## src/rtl/tcam_lookup_ctrl_if.sv

```systemverilog
// Request/response handshake bundle between a client and tcam_lookup_ctrl.
// The client drives the master modport; the controller takes the slave modport.
interface tcam_lookup_ctrl_if;
    logic        req_valid;
    logic        req_ready;
    logic        req_write;
    logic [15:0] req_key;
    logic [15:0] req_mask;
    logic [3:0]  req_addr;
    logic        rsp_valid;
    logic        rsp_ready;
    logic        rsp_hit;
    logic [3:0]  rsp_addr;

    modport master (
        output req_valid, req_write, req_key, req_mask, req_addr, rsp_ready,
        input  req_ready, rsp_valid, rsp_hit, rsp_addr
    );

    modport slave (
        input  req_valid, req_write, req_key, req_mask, req_addr, rsp_ready,
        output req_ready, rsp_valid, rsp_hit, rsp_addr
    );
endinterface

```

## src/rtl/tcam_lookup_ctrl.sv

```systemverilog
// Request-side controller for a 16-entry TCAM: registered pin drive, a two-stage
// lookup pipe, credit-based response FIFO and lookup/hit statistics.
module tcam_lookup_ctrl #(
    parameter int RSP_DEPTH = 4
) (
    input  logic                clk,
    input  logic                reset,
    tcam_lookup_ctrl_if.slave   bus,
    output logic [15:0]         tcam_data,
    output logic [15:0]         tcam_dontcare_mask,
    output logic [3:0]          tcam_write_address,
    output logic                tcam_write_readN,
    output logic                tcam_resetN,
    input  logic [3:0]          tcam_found_address,
    input  logic                tcam_hit,
    output logic [15:0]         lookup_count,
    output logic [15:0]         hit_count
);
    localparam int PW = $clog2(RSP_DEPTH);

    logic [15:0]   r_tcam_data;
    logic [15:0]   r_tcam_mask;
    logic [3:0]    r_tcam_waddr;
    logic          r_tcam_wr_n;
    logic          r_s1_lookup;
    logic          r_s2_lookup;
    logic [PW-1:0] r_wr_ptr;
    logic [PW-1:0] r_rd_ptr;
    logic [PW:0]   r_count;
    logic [4:0]    r_mem [RSP_DEPTH];
    logic [15:0]   r_lookup_count;
    logic [15:0]   r_hit_count;

    logic [PW+1:0] w_outstanding;
    logic          w_accept;
    logic          w_push;
    logic          w_pop;
    logic          w_rsp_valid;
    logic [4:0]    w_head;

    // Every lookup past S1 holds a FIFO slot in reserve, so a push never finds the FIFO full.
    assign w_outstanding = (PW+2)'(r_count) + (PW+2)'(r_s1_lookup) + (PW+2)'(r_s2_lookup);
    assign bus.req_ready = (w_outstanding < (PW+2)'(RSP_DEPTH));
    assign w_accept      = bus.req_valid & bus.req_ready;
    assign w_push        = r_s2_lookup;
    assign w_rsp_valid   = (r_count != '0);
    assign w_pop         = w_rsp_valid & bus.rsp_ready;
    assign w_head        = r_mem[r_rd_ptr];

    assign bus.rsp_valid = w_rsp_valid;
    assign bus.rsp_hit   = w_rsp_valid & w_head[4];
    assign bus.rsp_addr  = w_rsp_valid ? w_head[3:0] : 4'd0;

    assign tcam_data          = r_tcam_data;
    assign tcam_dontcare_mask = r_tcam_mask;
    assign tcam_write_address = r_tcam_waddr;
    assign tcam_write_readN   = r_tcam_wr_n;
    assign tcam_resetN        = ~reset;
    assign lookup_count       = r_lookup_count;
    assign hit_count          = r_hit_count;

    // NOTE: state registers use non-blocking assignments so every stage samples pre-edge values.
    always_ff @(posedge clk or posedge reset) begin
        if (reset) begin
            r_tcam_data  <= '0;
            r_tcam_mask  <= '0;
            r_tcam_waddr <= '0;
            r_tcam_wr_n  <= 1'b0;
            r_s1_lookup  <= 1'b0;
            r_s2_lookup  <= 1'b0;
        end else begin
            r_s2_lookup <= r_s1_lookup;
            if (w_accept) begin
                r_tcam_data <= bus.req_key;
                r_tcam_wr_n <= bus.req_write;
                r_s1_lookup <= ~bus.req_write;
                if (bus.req_write) begin
                    r_tcam_mask  <= bus.req_mask;
                    r_tcam_waddr <= bus.req_addr;
                end
            end else begin
                r_tcam_wr_n <= 1'b0;
                r_s1_lookup <= 1'b0;
            end
        end
    end

    // NOTE: FIFO storage is deliberately left unreset; outputs are gated by rsp_valid instead.
    always_ff @(posedge clk) begin
        if (w_push) begin
            r_mem[r_wr_ptr] <= {tcam_hit, tcam_hit ? tcam_found_address : 4'd0};
        end
    end

    always_ff @(posedge clk or posedge reset) begin
        if (reset) begin
            r_wr_ptr       <= '0;
            r_rd_ptr       <= '0;
            r_count        <= '0;
            r_lookup_count <= '0;
            r_hit_count    <= '0;
        end else begin
            if (w_push) begin
                r_wr_ptr       <= r_wr_ptr + PW'(1);
                r_lookup_count <= r_lookup_count + 16'd1;
                if (tcam_hit) begin
                    r_hit_count <= r_hit_count + 16'd1;
                end
            end
            if (w_pop) begin
                r_rd_ptr <= r_rd_ptr + PW'(1);
            end
            case ({w_push, w_pop})
                2'b10:   r_count <= r_count + (PW+1)'(1);
                2'b01:   r_count <= r_count - (PW+1)'(1);
                default: r_count <= r_count;
            endcase
        end
    end
endmodule

```

## src/flat_wrapper.sv

```systemverilog
// flat-port wrapper written by rule: the top's interface ports become plain ports
module tcam_lookup_ctrl_flat 
#(
    parameter int RSP_DEPTH = 4
)
  (clk, reset, tcam_data, tcam_dontcare_mask, tcam_write_address, tcam_write_readN, tcam_resetN, tcam_found_address, tcam_hit, lookup_count, hit_count, bus_req_valid, bus_req_write, bus_req_key, bus_req_mask, bus_req_addr, bus_rsp_ready, bus_req_ready, bus_rsp_valid, bus_rsp_hit, bus_rsp_addr);
  tcam_lookup_ctrl_if bus_i ();
  input  logic clk;
  input  logic reset;
  output logic [15:0] tcam_data;
  output logic [15:0] tcam_dontcare_mask;
  output logic [3:0] tcam_write_address;
  output logic tcam_write_readN;
  output logic tcam_resetN;
  input  logic [3:0] tcam_found_address;
  input  logic tcam_hit;
  output logic [15:0] lookup_count;
  output logic [15:0] hit_count;
  input wire logic [$bits(bus_i.req_valid)-1:0] bus_req_valid;
  input wire logic [$bits(bus_i.req_write)-1:0] bus_req_write;
  input wire logic [$bits(bus_i.req_key)-1:0] bus_req_key;
  input wire logic [$bits(bus_i.req_mask)-1:0] bus_req_mask;
  input wire logic [$bits(bus_i.req_addr)-1:0] bus_req_addr;
  input wire logic [$bits(bus_i.rsp_ready)-1:0] bus_rsp_ready;
  output wire logic [$bits(bus_i.req_ready)-1:0] bus_req_ready;
  output wire logic [$bits(bus_i.rsp_valid)-1:0] bus_rsp_valid;
  output wire logic [$bits(bus_i.rsp_hit)-1:0] bus_rsp_hit;
  output wire logic [$bits(bus_i.rsp_addr)-1:0] bus_rsp_addr;
  assign bus_i.req_valid = bus_req_valid;
  assign bus_i.req_write = bus_req_write;
  assign bus_i.req_key = bus_req_key;
  assign bus_i.req_mask = bus_req_mask;
  assign bus_i.req_addr = bus_req_addr;
  assign bus_i.rsp_ready = bus_rsp_ready;
  assign bus_req_ready = bus_i.req_ready;
  assign bus_rsp_valid = bus_i.rsp_valid;
  assign bus_rsp_hit = bus_i.rsp_hit;
  assign bus_rsp_addr = bus_i.rsp_addr;
  tcam_lookup_ctrl #(.RSP_DEPTH(RSP_DEPTH)) u_core (.clk(clk), .reset(reset), .bus(bus_i), .tcam_data(tcam_data), .tcam_dontcare_mask(tcam_dontcare_mask), .tcam_write_address(tcam_write_address), .tcam_write_readN(tcam_write_readN), .tcam_resetN(tcam_resetN), .tcam_found_address(tcam_found_address), .tcam_hit(tcam_hit), .lookup_count(lookup_count), .hit_count(hit_count));
endmodule
```

## config.mk

```make
export PLATFORM = sky130hd
export DESIGN_NAME = tcam_lookup_ctrl_flat
export DESIGN_NICKNAME = d
export VERILOG_FILES = /design/src/rtl/tcam_lookup_ctrl_if.sv /design/src/rtl/tcam_lookup_ctrl.sv /design/src/flat_wrapper.sv
export SDC_FILE = /design/constraint.sdc
export NUM_CORES = 1
export LEC_CHECK = 0
export CAP_MARGIN = 25
export CELL_PAD_IN_SITES_DETAIL_PLACEMENT = 1
export CELL_PAD_IN_SITES_GLOBAL_PLACEMENT = 2
export CORE_UTILIZATION = 45
export DETAILED_ROUTE_END_ITERATION = 7
export DONT_BUFFER_PORTS = 1
export PLACE_DENSITY = 0.86
export SLEW_MARGIN = 10
export SYNTH_ARGS = -nofsm -noshare
export SYNTH_HDL_FRONTEND = slang
export SYNTH_SLANG_ARGS = --single-unit
```

## constraint.sdc

```tcl
create_clock -name clk -period 8.7 [get_ports clk]
set_input_delay 2.175 -clock clk [delete_from_list [all_inputs] [get_ports clk]]
set_output_delay 2.175 -clock clk [all_outputs]
set_load 0.05 [all_outputs]
```

==> impl_metrics.env, run 1 <==
export IMPL_firstDrtPassIters=6
export IMPL_crit_arrival_ns=2.35
export IMPL_cp_max_fo=2
export IMPL_syn_area_per_cell_um2=15.1
export IMPL_min_period_over_period=0.520
export IMPL_syn_to_final_growth_pct=6.41
export IMPL_finalSetupViolCount=0
export IMPL_die_area_um2=9630
export IMPL_htree_levels=3
export IMPL_rows=34
export IMPL_fp_dieH_um=98.1
export IMPL_min_path_cells=0
export IMPL_vias_per_cell=5.34
export IMPL_worst_path_buf_inv=1
export IMPL_pin_count=123
export IMPL_synthTopCellsByArea="dfrtp_1 (47%), edfxtp_1 (14%), mux2_4 (7.9%)"
export IMPL_max_cap_viol_count=0
export IMPL_ctsResizeCount=0
export IMPL_cts_sinks=98
export IMPL_worstSkewPairLatency_ns=0.35
export IMPL_synth_top_area_cell="dfrtp_1"
export IMPL_p_leak_nw=1.91
export IMPL_setup_tns_final_ns=0
export IMPL_ys_seq_area_frac=0.614
export IMPL_numPortBuffers=0
export IMPL_synth_seq_cells=98
export IMPL_hold_buffers=0
export IMPL_synth_warnings=0
export IMPL_synth_ff_type="dfrtp_1"
export IMPL_fin_nets=336
export IMPL_hpwl_mm=5.27
export IMPL_drt_antenna_violating_nets=0
export IMPL_layout_drive_gt1_share=0.241
export IMPL_cts_root_buffer="clkbuf_8"
export IMPL_synth_top_area_share=0.469
export IMPL_crit_required_ns=6.53
export IMPL_status="complete, but fails checks"
export IMPL_yosysMostFrequentCell="dfrtp_1"
export IMPL_violations="design-rule violations"
export IMPL_core_um2=8850
export IMPL_hold_viol_final=0
export IMPL_cts_buffer_depth=2
export IMPL_wl_per_cell_um=19.0
export IMPL_reg2reg_setup_slack_ns=5.98
export IMPL_hold_start="u_core.r_s1_lookup"
export IMPL_clk_pin_slew_ns=0.08
export IMPL_r2r_cells=5
export IMPL_syn_inst=276
export IMPL_synth_common_cells="dfrtp_1 (78), xnor2_1 (23), mux2_4 (22)"
export IMPL_critical_path_top_delay_family="buffers and inverters"
export IMPL_drc=7
export IMPL_finClkSkew_ns=0.0121
export IMPL_setup_ws_ns=4.17
export IMPL_synth_edff_count=20
export IMPL_first_global_vias=2370
export IMPL_grt_remaining_overflow=0
export IMPL_cts_buffers=9
export IMPL_start_util=0.470
export IMPL_worst_slew_pin_slew_ns=0.659
export IMPL_synth_async_reset_ratio=0.796
export IMPL_track_usage=0.164
export IMPL_slew_limit_headroom=0.560
export IMPL_grt_pass1_wl_mm=12.1
export IMPL_cts_tree="built"
export IMPL_dpl_worst_slack_ns=4.17
export IMPL_max_stage_delay_ns=0.17
export IMPL_syn_nets=331
export IMPL_worst_setup_path_type="in2out"
export IMPL_cp_cell_sequence="clkinv_2"
export IMPL_grt_max_degree=79
export IMPL_synth_cell_types=34
export IMPL_post_cts_buffers=0
export IMPL_fin_crit_ns=4.53
export IMPL_min_to="u_core.r_s2_lookup"
export IMPL_hp_class="reg2reg"
export IMPL_drt_iter0_markers=42
export IMPL_timing_rr_end="u_core.tcam_dontcare_mask[1]"
export IMPL_final_max_slew_viol_count=0
export IMPL_ir_drop_mv=0.129
export IMPL_place_gp_congestion=0.708
export IMPL_max_freq_mhz=221
export IMPL_antenna_cells=0
export IMPL_netlist_area_um2=4160
export IMPL_power_mw=1.73
export IMPL_routed_via_count=2103
export IMPL_drt_total_wl_mm=7.48
export IMPL_die_width_um=98.1
export IMPL_r2r_start="u_core.r_s2_lookup"
export IMPL_endpoint_kind="output pin"
export IMPL_power_per_cell_area_nw_per_um2=391
export IMPL_crit_cells=1
export IMPL_startpoint_type="input pin"
export IMPL_grt_antenna_before_repair=0
export IMPL_rsz0062_at_grt="false"
export IMPL_holdWs_ns=0.395
export IMPL_slowest_stage="clkinv_2"
==> flip-flops by register name (all words and copies together), names as in the netlist, 3 cells and up <==
signal,count
u_core.hit_count,16
u_core.lookup_count,16
u_core.r_count,3
u_core.r_mem,20
u_core.tcam_data,16
u_core.tcam_dontcare_mask,16
u_core.tcam_write_address,4
==> cell families after synthesis <==
group                    share of synthesized area
AND/OR/NAND/NOR                             0.0948
multiplexers                                 0.152
XOR/XNOR                                    0.0758
AO/OA/AOI/OAI                              0.00692
buffers and inverters                       0.0274
flip-flops                                   0.614
adder cells (fa/ha/maj)                     0.0289
==> metrics by stage <==
| stage | cell area (um2) | util | cells |
|---|---|---|---|
| after CTS | 4400 | 0.497 | 393 |
| after global routing | 4420 | 0.500 | 394 |
| after global placement | 4230 | 0.478 | 377 |
| after floorplan | 4160 | - | 276 |
| after detailed placement | 4230 | 0.478 | 377 |
| final | 4420 | 0.500 | 394 |
==> where the power goes <==
part / internal (mW) / total (mW) / switching, mW / leakage, nW
Clock: 0.107 / 0.260 / 0.153 / 0.0834
Combinational: 0.192 / 0.380 / 0.189 / 0.668
Sequential: 0.590 / 1.09 / 0.498 / 1.16
Total: 0.889 / 1.73 / 0.840 / 1.91
==> layer usage <==
metal / share of wire / up-vias / global-route usage
li1: - / 956 / -
met1: 0.42 / 1082 / 0.206
met2: 0.51 / 60 / 0.271
met3: 0.059 / 5 / 0.0530
met4: 0.0099 / 0 / 0.0524
met5: 0 / - / 0
==> final cells by class <==
type,instances,area (um2)
Tap cell,108,135
Fill cell,867,4420
Clock inverter,5,38.8
Clock buffer,11,133
Inverter,10,38.8
Sequential cell,98,2550
Timing Repair Buffer,2,35.0
Multi-Input combinational cell,160,1490
==> worst max path at each step <==
| stage | start | to | slack, ns |
|---|---|---|---|
| after global placement | reset | tcam_resetN | 4.17 |
| after global routing | reset | tcam_resetN | 4.17 |
| final | reset | tcam_resetN | 4.17 |
| after floorplan | reset | tcam_resetN | 2.46 |
| after CTS | reset | tcam_resetN | 4.17 |
| after detailed placement | reset | tcam_resetN | 4.17 |
==> cells in the final DEF (no fill, tap or decap), types with 3 or more instances in the layout <==
| cell | netlist | final |
|---|---|---|
| inv_1 | 10 | 9 |
| dfrtp_1 | 78 | 78 |
| xor2_1 | 13 | 13 |
| mux2_4 | 22 | 22 |
| edfxtp_1 | 20 | 20 |
| and3_1 | 3 | 3 |
| and2_1 | 15 | 15 |
| ha_1 | 8 | 8 |
| xnor2_1 | 23 | 23 |
| nor2_1 | 9 | 9 |
| mux2_2 | 16 | 16 |
| nand4_1 | 9 | 9 |
| mux4_2 | 5 | 5 |
| nand2_1 | 13 | 13 |
| clkbuf_8 | 0 | 9 |
| nand3_1 | 8 | 8 |
(Power assumes the default switching activity.)
==> inputs of run 2 (changes only) <==
CORE_UTILIZATION = 42   (was 45)
PLACE_DENSITY = 0.81   (was 0.86)
clock period = 4.5 ns   (was 8.7 ns; I/O delays follow)
==> impl_metrics.env, run 2 (synthesis gave the netlist of run 1 again) <==
export IMPL_p_leak_nw=1.90
export IMPL_drt_total_wl_mm=7.62
export IMPL_grt_max_degree=79
export IMPL_core_um2=9420
export IMPL_status="finished clean"
export IMPL_die_area_um2=10300
export IMPL_dpl_worst_slack_ns=1.67
export IMPL_cp_max_fo=20
export IMPL_hp_class="reg2reg"
export IMPL_max_cap_viol_count=0
export IMPL_power_per_cell_area_nw_per_um2=751
export IMPL_worst_path_buf_inv=0
export IMPL_wl_per_cell_um=18.4
export IMPL_grt_antenna_before_repair=0
export IMPL_max_freq_mhz=314
export IMPL_numPortBuffers=0
export IMPL_crit_cells=3
export IMPL_slew_limit_headroom=0.546
export IMPL_finalSetupViolCount=0
export IMPL_die_width_um=101
export IMPL_post_cts_buffers=0
export IMPL_hold_viol_final=0
export IMPL_setup_tns_final_ns=0
export IMPL_start_util=0.442
export IMPL_grt_pass1_wl_mm=11.9
export IMPL_worst_slew_pin_slew_ns=0.682
export IMPL_track_usage=0.153
export IMPL_first_global_vias=2351
export IMPL_ir_drop_mv=0.230
export IMPL_ctsResizeCount=0
export IMPL_routed_via_count=2131
export IMPL_power_mw=3.34
export IMPL_place_gp_congestion=0.715
export IMPL_pin_count=123
export IMPL_cts_buffer_depth=2
export IMPL_final_common_cell="dfrtp_1"
export IMPL_hpwl_mm=5.34
export IMPL_cts_sinks=98
export IMPL_antenna_cells=0
export IMPL_drt_iter0_markers=62
export IMPL_final_max_slew_viol_count=0
export IMPL_crit_arrival_ns=2.06
export IMPL_cts_buffers=9
export IMPL_cts_root_buffer="clkbuf_8"
export IMPL_r2r_cells=5
export IMPL_crit_required_ns=3.38
export IMPL_finClkSkew_ns=0.00796
export IMPL_worstSkewPairLatency_ns=0.35
export IMPL_rows=35
export IMPL_hold_buffers=0
export IMPL_drc=0
export IMPL_placed_cells=398
export IMPL_drt_antenna_violating_nets=0
export IMPL_fp_dieH_um=101
export IMPL_fin_nets=336
export IMPL_critical_path_top_delay_family="flip-flops"
export IMPL_clk_pin_slew_ns=0.09
export IMPL_min_path_cells=0
export IMPL_htree_levels=3
export IMPL_setup_ws_ns=1.32
export IMPL_cp_cell_sequence="ha_1, a21o_1, a21oi_4"
export IMPL_endpoint_kind="output pin"
export IMPL_worst_setup_path_type="reg2out"
export IMPL_largest_reg_flops=20
export IMPL_max_stage_delay_ns=0.75
export IMPL_min_period_over_period=0.707
export IMPL_slowest_stage="dfrtp_1"
export IMPL_syn_to_final_growth_pct=7.04
export IMPL_firstDrtPassIters=4
export IMPL_vias_per_cell=5.13
export IMPL_rsz0062_at_grt="false"
export IMPL_grt_remaining_overflow=0
export IMPL_startpoint_type="register"
export IMPL_largest_register="u_core.r_mem"
export IMPL_fin_crit_ns=3.18
export IMPL_n_fill_cell=949
export IMPL_layout_drive_gt1_share=0.238
export IMPL_final_cell_count_no_fill=415
export IMPL_final_cell_mix="dfrtp_1 (78), xnor2_1 (23), mux2_4 (22), edfxtp_1 (20), mux2_2 (16)"
export IMPL_holdWs_ns=0.416
export IMPL_cts_tree="built"
-- run 2: worst paths after layout --
check                                   start                            to  slack, ns
setup / recovery           u_core.r_s2_lookup                 bus_req_ready       1.32
hold / removal             u_core.r_s1_lookup            u_core.r_s2_lookup       0.42
setup reg to reg           u_core.r_s2_lookup  u_core.tcam_dontcare_mask[1]       1.79
hold reg to reg            u_core.r_s1_lookup            u_core.r_s2_lookup       0.42
max in group asynchronous               reset            u_core.r_wr_ptr[0]       3.08
min in group asynchronous               reset  u_core.tcam_dontcare_mask[7]       0.83
-- run 2: final cells by class --
type                    instances  area (um2)  area share
clock buffers                  11         131      0.0295
repair buffers                  2        35.0     0.00787
clock inverters                 5        40.0     0.00900
inverters                      10        38.8     0.00872
multi-input cells             160        1490       0.335
well taps                     129         161      0.0363
flip-flops and latches         98        2550       0.574
-- run 2: metal layers --
layer / track usage / vias up / wire, um
li1: - / 965 / -
met1: 0.194 / 1083 / 3190
met2: 0.247 / 69 / 3820
met3: 0.0373 / 14 / 433
met4: 0.0702 / 0 / 177
met5: 0 / - / 0
-- run 2: report_power, final --
group | leakage (nW) | switching (mW) | internal [mW]
Combinational | 0.668 | 0.363 | 0.367
Clock | 0.0762 | 0.299 | 0.204
Sequential | 1.16 | 0.967 | 1.14
Total | 1.90 | 1.63 | 1.71
-- run 2: per-stage QoR --
| step | util | instance area, um2 |
|---|---|---|
| 6_report | 0.473 | 4450 |
| 4_1_cts | 0.470 | 4420 |
| 5_1_grt | 0.473 | 4450 |
| 2_1_floorplan | - | 4160 |
| 3_5_place_dp | 0.452 | 4250 |
| 3_3_place_gp | 0.452 | 4250 |
==> inputs of run 3 (changes only) <==
clock period = 2.99 ns   (was 4.5 ns; I/O delays follow)
==> impl_metrics.env, run 3 (synthesis gave the netlist of run 1 again) <==
export IMPL_holdWs_ns=0.391
export IMPL_firstDrtPassIters=4
export IMPL_crit_arrival_ns=1.91
export IMPL_first_global_vias=2356
export IMPL_hold_viol_final=0
export IMPL_hold_buffers=0
export IMPL_cts_buffer_depth=2
export IMPL_grt_antenna_before_repair=0
export IMPL_start_util=0.442
export IMPL_fin_crit_ns=2.66
export IMPL_pin_count=123
export IMPL_finalSetupViolCount=0
export IMPL_wl_per_cell_um=18.2
export IMPL_hpwl_mm=5.47
export IMPL_layout_drive_gt1_share=0.259
export IMPL_die_area_um2=10300
export IMPL_cts_root_buffer="clkbuf_8"
export IMPL_power_per_cell_area_nw_per_um2=1150
export IMPL_largest_reg_flops=20
export IMPL_finClkSkew_ns=0.00857
export IMPL_max_cap_viol_count=0
export IMPL_largest_register="u_core.r_mem"
export IMPL_setup_ws_ns=0.333
export IMPL_place_gp_congestion=0.698
export IMPL_htree_levels=3
export IMPL_worstSkewPairLatency_ns=0.35
export IMPL_stdcell_area_um2=4550
export IMPL_cp_max_fo=7
export IMPL_dpl_instance_area_um2=4310
export IMPL_hp_class="reg2reg"
export IMPL_final_max_slew_viol_count=0
export IMPL_antenna_cells=0
export IMPL_post_cts_buffers=0
export IMPL_syn_to_final_growth_pct=9.45
export IMPL_clk_pin_slew_ns=0.09
export IMPL_core_um2=9420
export IMPL_crit_required_ns=2.24
export IMPL_status="finished clean"
export IMPL_min_period_over_period=0.889
export IMPL_p_leak_nw=1.97
export IMPL_grt_max_degree=79
export IMPL_fin_nets=343
export IMPL_cts_tree="built"
export IMPL_vias_per_cell=5.10
export IMPL_ir_drop_mv=0.334
export IMPL_numPortBuffers=0
export IMPL_startpoint_type="register"
export IMPL_routed_via_count=2152
export IMPL_drt_total_wl_mm=7.70
export IMPL_grt_remaining_overflow=0
export IMPL_final_common_cell="dfrtp_1"
export IMPL_cts_sinks=98
export IMPL_fp_dieH_um=101
export IMPL_setup_tns_final_ns=0
export IMPL_drc=0
export IMPL_final_cell_mix="dfrtp_1 (78), xnor2_1 (23), mux2_4 (22), edfxtp_1 (20), mux2_2 (16)"
export IMPL_track_usage=0.158
export IMPL_grt_pass1_wl_mm=12.3
export IMPL_drt_antenna_violating_nets=0
export IMPL_max_freq_mhz=376
export IMPL_drt_iter0_markers=33
export IMPL_cts_buffers=9
export IMPL_endpoint_kind="output pin"
export IMPL_rows=35
export IMPL_slew_limit_headroom=0.556
export IMPL_worst_slew_pin_slew_ns=0.666
export IMPL_worst_setup_path_type="reg2out"
export IMPL_ctsResizeCount=0
export IMPL_dpl_worst_slack_ns=0.576
export IMPL_rsz0062_at_grt="false"
export IMPL_die_width_um=101
run 3: changes by cell type in the layout (fill, tap and decap cells not counted), sizes merged:
cell      change
clkinvlp      -2
inv           +1
bufinv        +2
clkbuf        -1
buf           +7
run 3: stage by stage:
stage,std cells,util,power (mW)
floorplan,276,-,4.12
global placement,405,0.457,4.31
detailed placement,405,0.457,4.37
CTS,421,0.480,5.31
global route,422,0.483,5.50
finish,422,0.483,5.24
run 3: path summary, 6_finish.rpt:
| kind | from | slack (ns) | to | cells after the start |
|---|---|---|---|---|
| max | u_core.r_count[0] | 0.33 | bus_rsp_hit | 2 |
| min | u_core.r_s1_lookup | 0.39 | u_core.r_s2_lookup | 0 |
| max reg2reg | u_core.r_count[0] | 0.59 | u_core.r_count[2] | 8 |
| min reg2reg | u_core.r_s1_lookup | 0.39 | u_core.r_s2_lookup | 0 |
| max in group asynchronous | reset | 1.85 | u_core.lookup_count[0] | 3 |
| min in group asynchronous | reset | 0.55 | u_core.tcam_dontcare_mask[3] | 2 |
run 3: layer usage:
metal | share of wire | up-vias | global-route usage | wire length, um
met2 | 0.52 | 68 | 0.269 | 4010
met5 | 0 | - | 0 | 0
met4 | 0.015 | 0 | 0.0479 | 112
met3 | 0.058 | 8 | 0.0545 | 450
li1 | - | 976 | - | -
met1 | 0.41 | 1100 | 0.190 | 3130
run 3: final cells by class:
cell class / instances / area [um2]
fill: 931 / 4860
sequential: 98 / 2550
multi-input combinational: 160 / 1490
tap: 129 / 161
clock buffer: 10 / 128
clock inverter: 6 / 88.8
timing repair buffer: 9 / 87.6
inverter: 10 / 41.3
run 3: where the power goes:
group / leakage, nW / switching [mW] / internal, mW
clock network: 0.111 / 0.445 / 0.475
logic: 0.701 / 0.651 / 0.589
registers: 1.16 / 1.36 / 1.72
run 3: worst max-delay path: stages (launching register included):
cell and delay (ns):
dfrtp_1 0.43, or3_1 0.69, and2_1 0.44
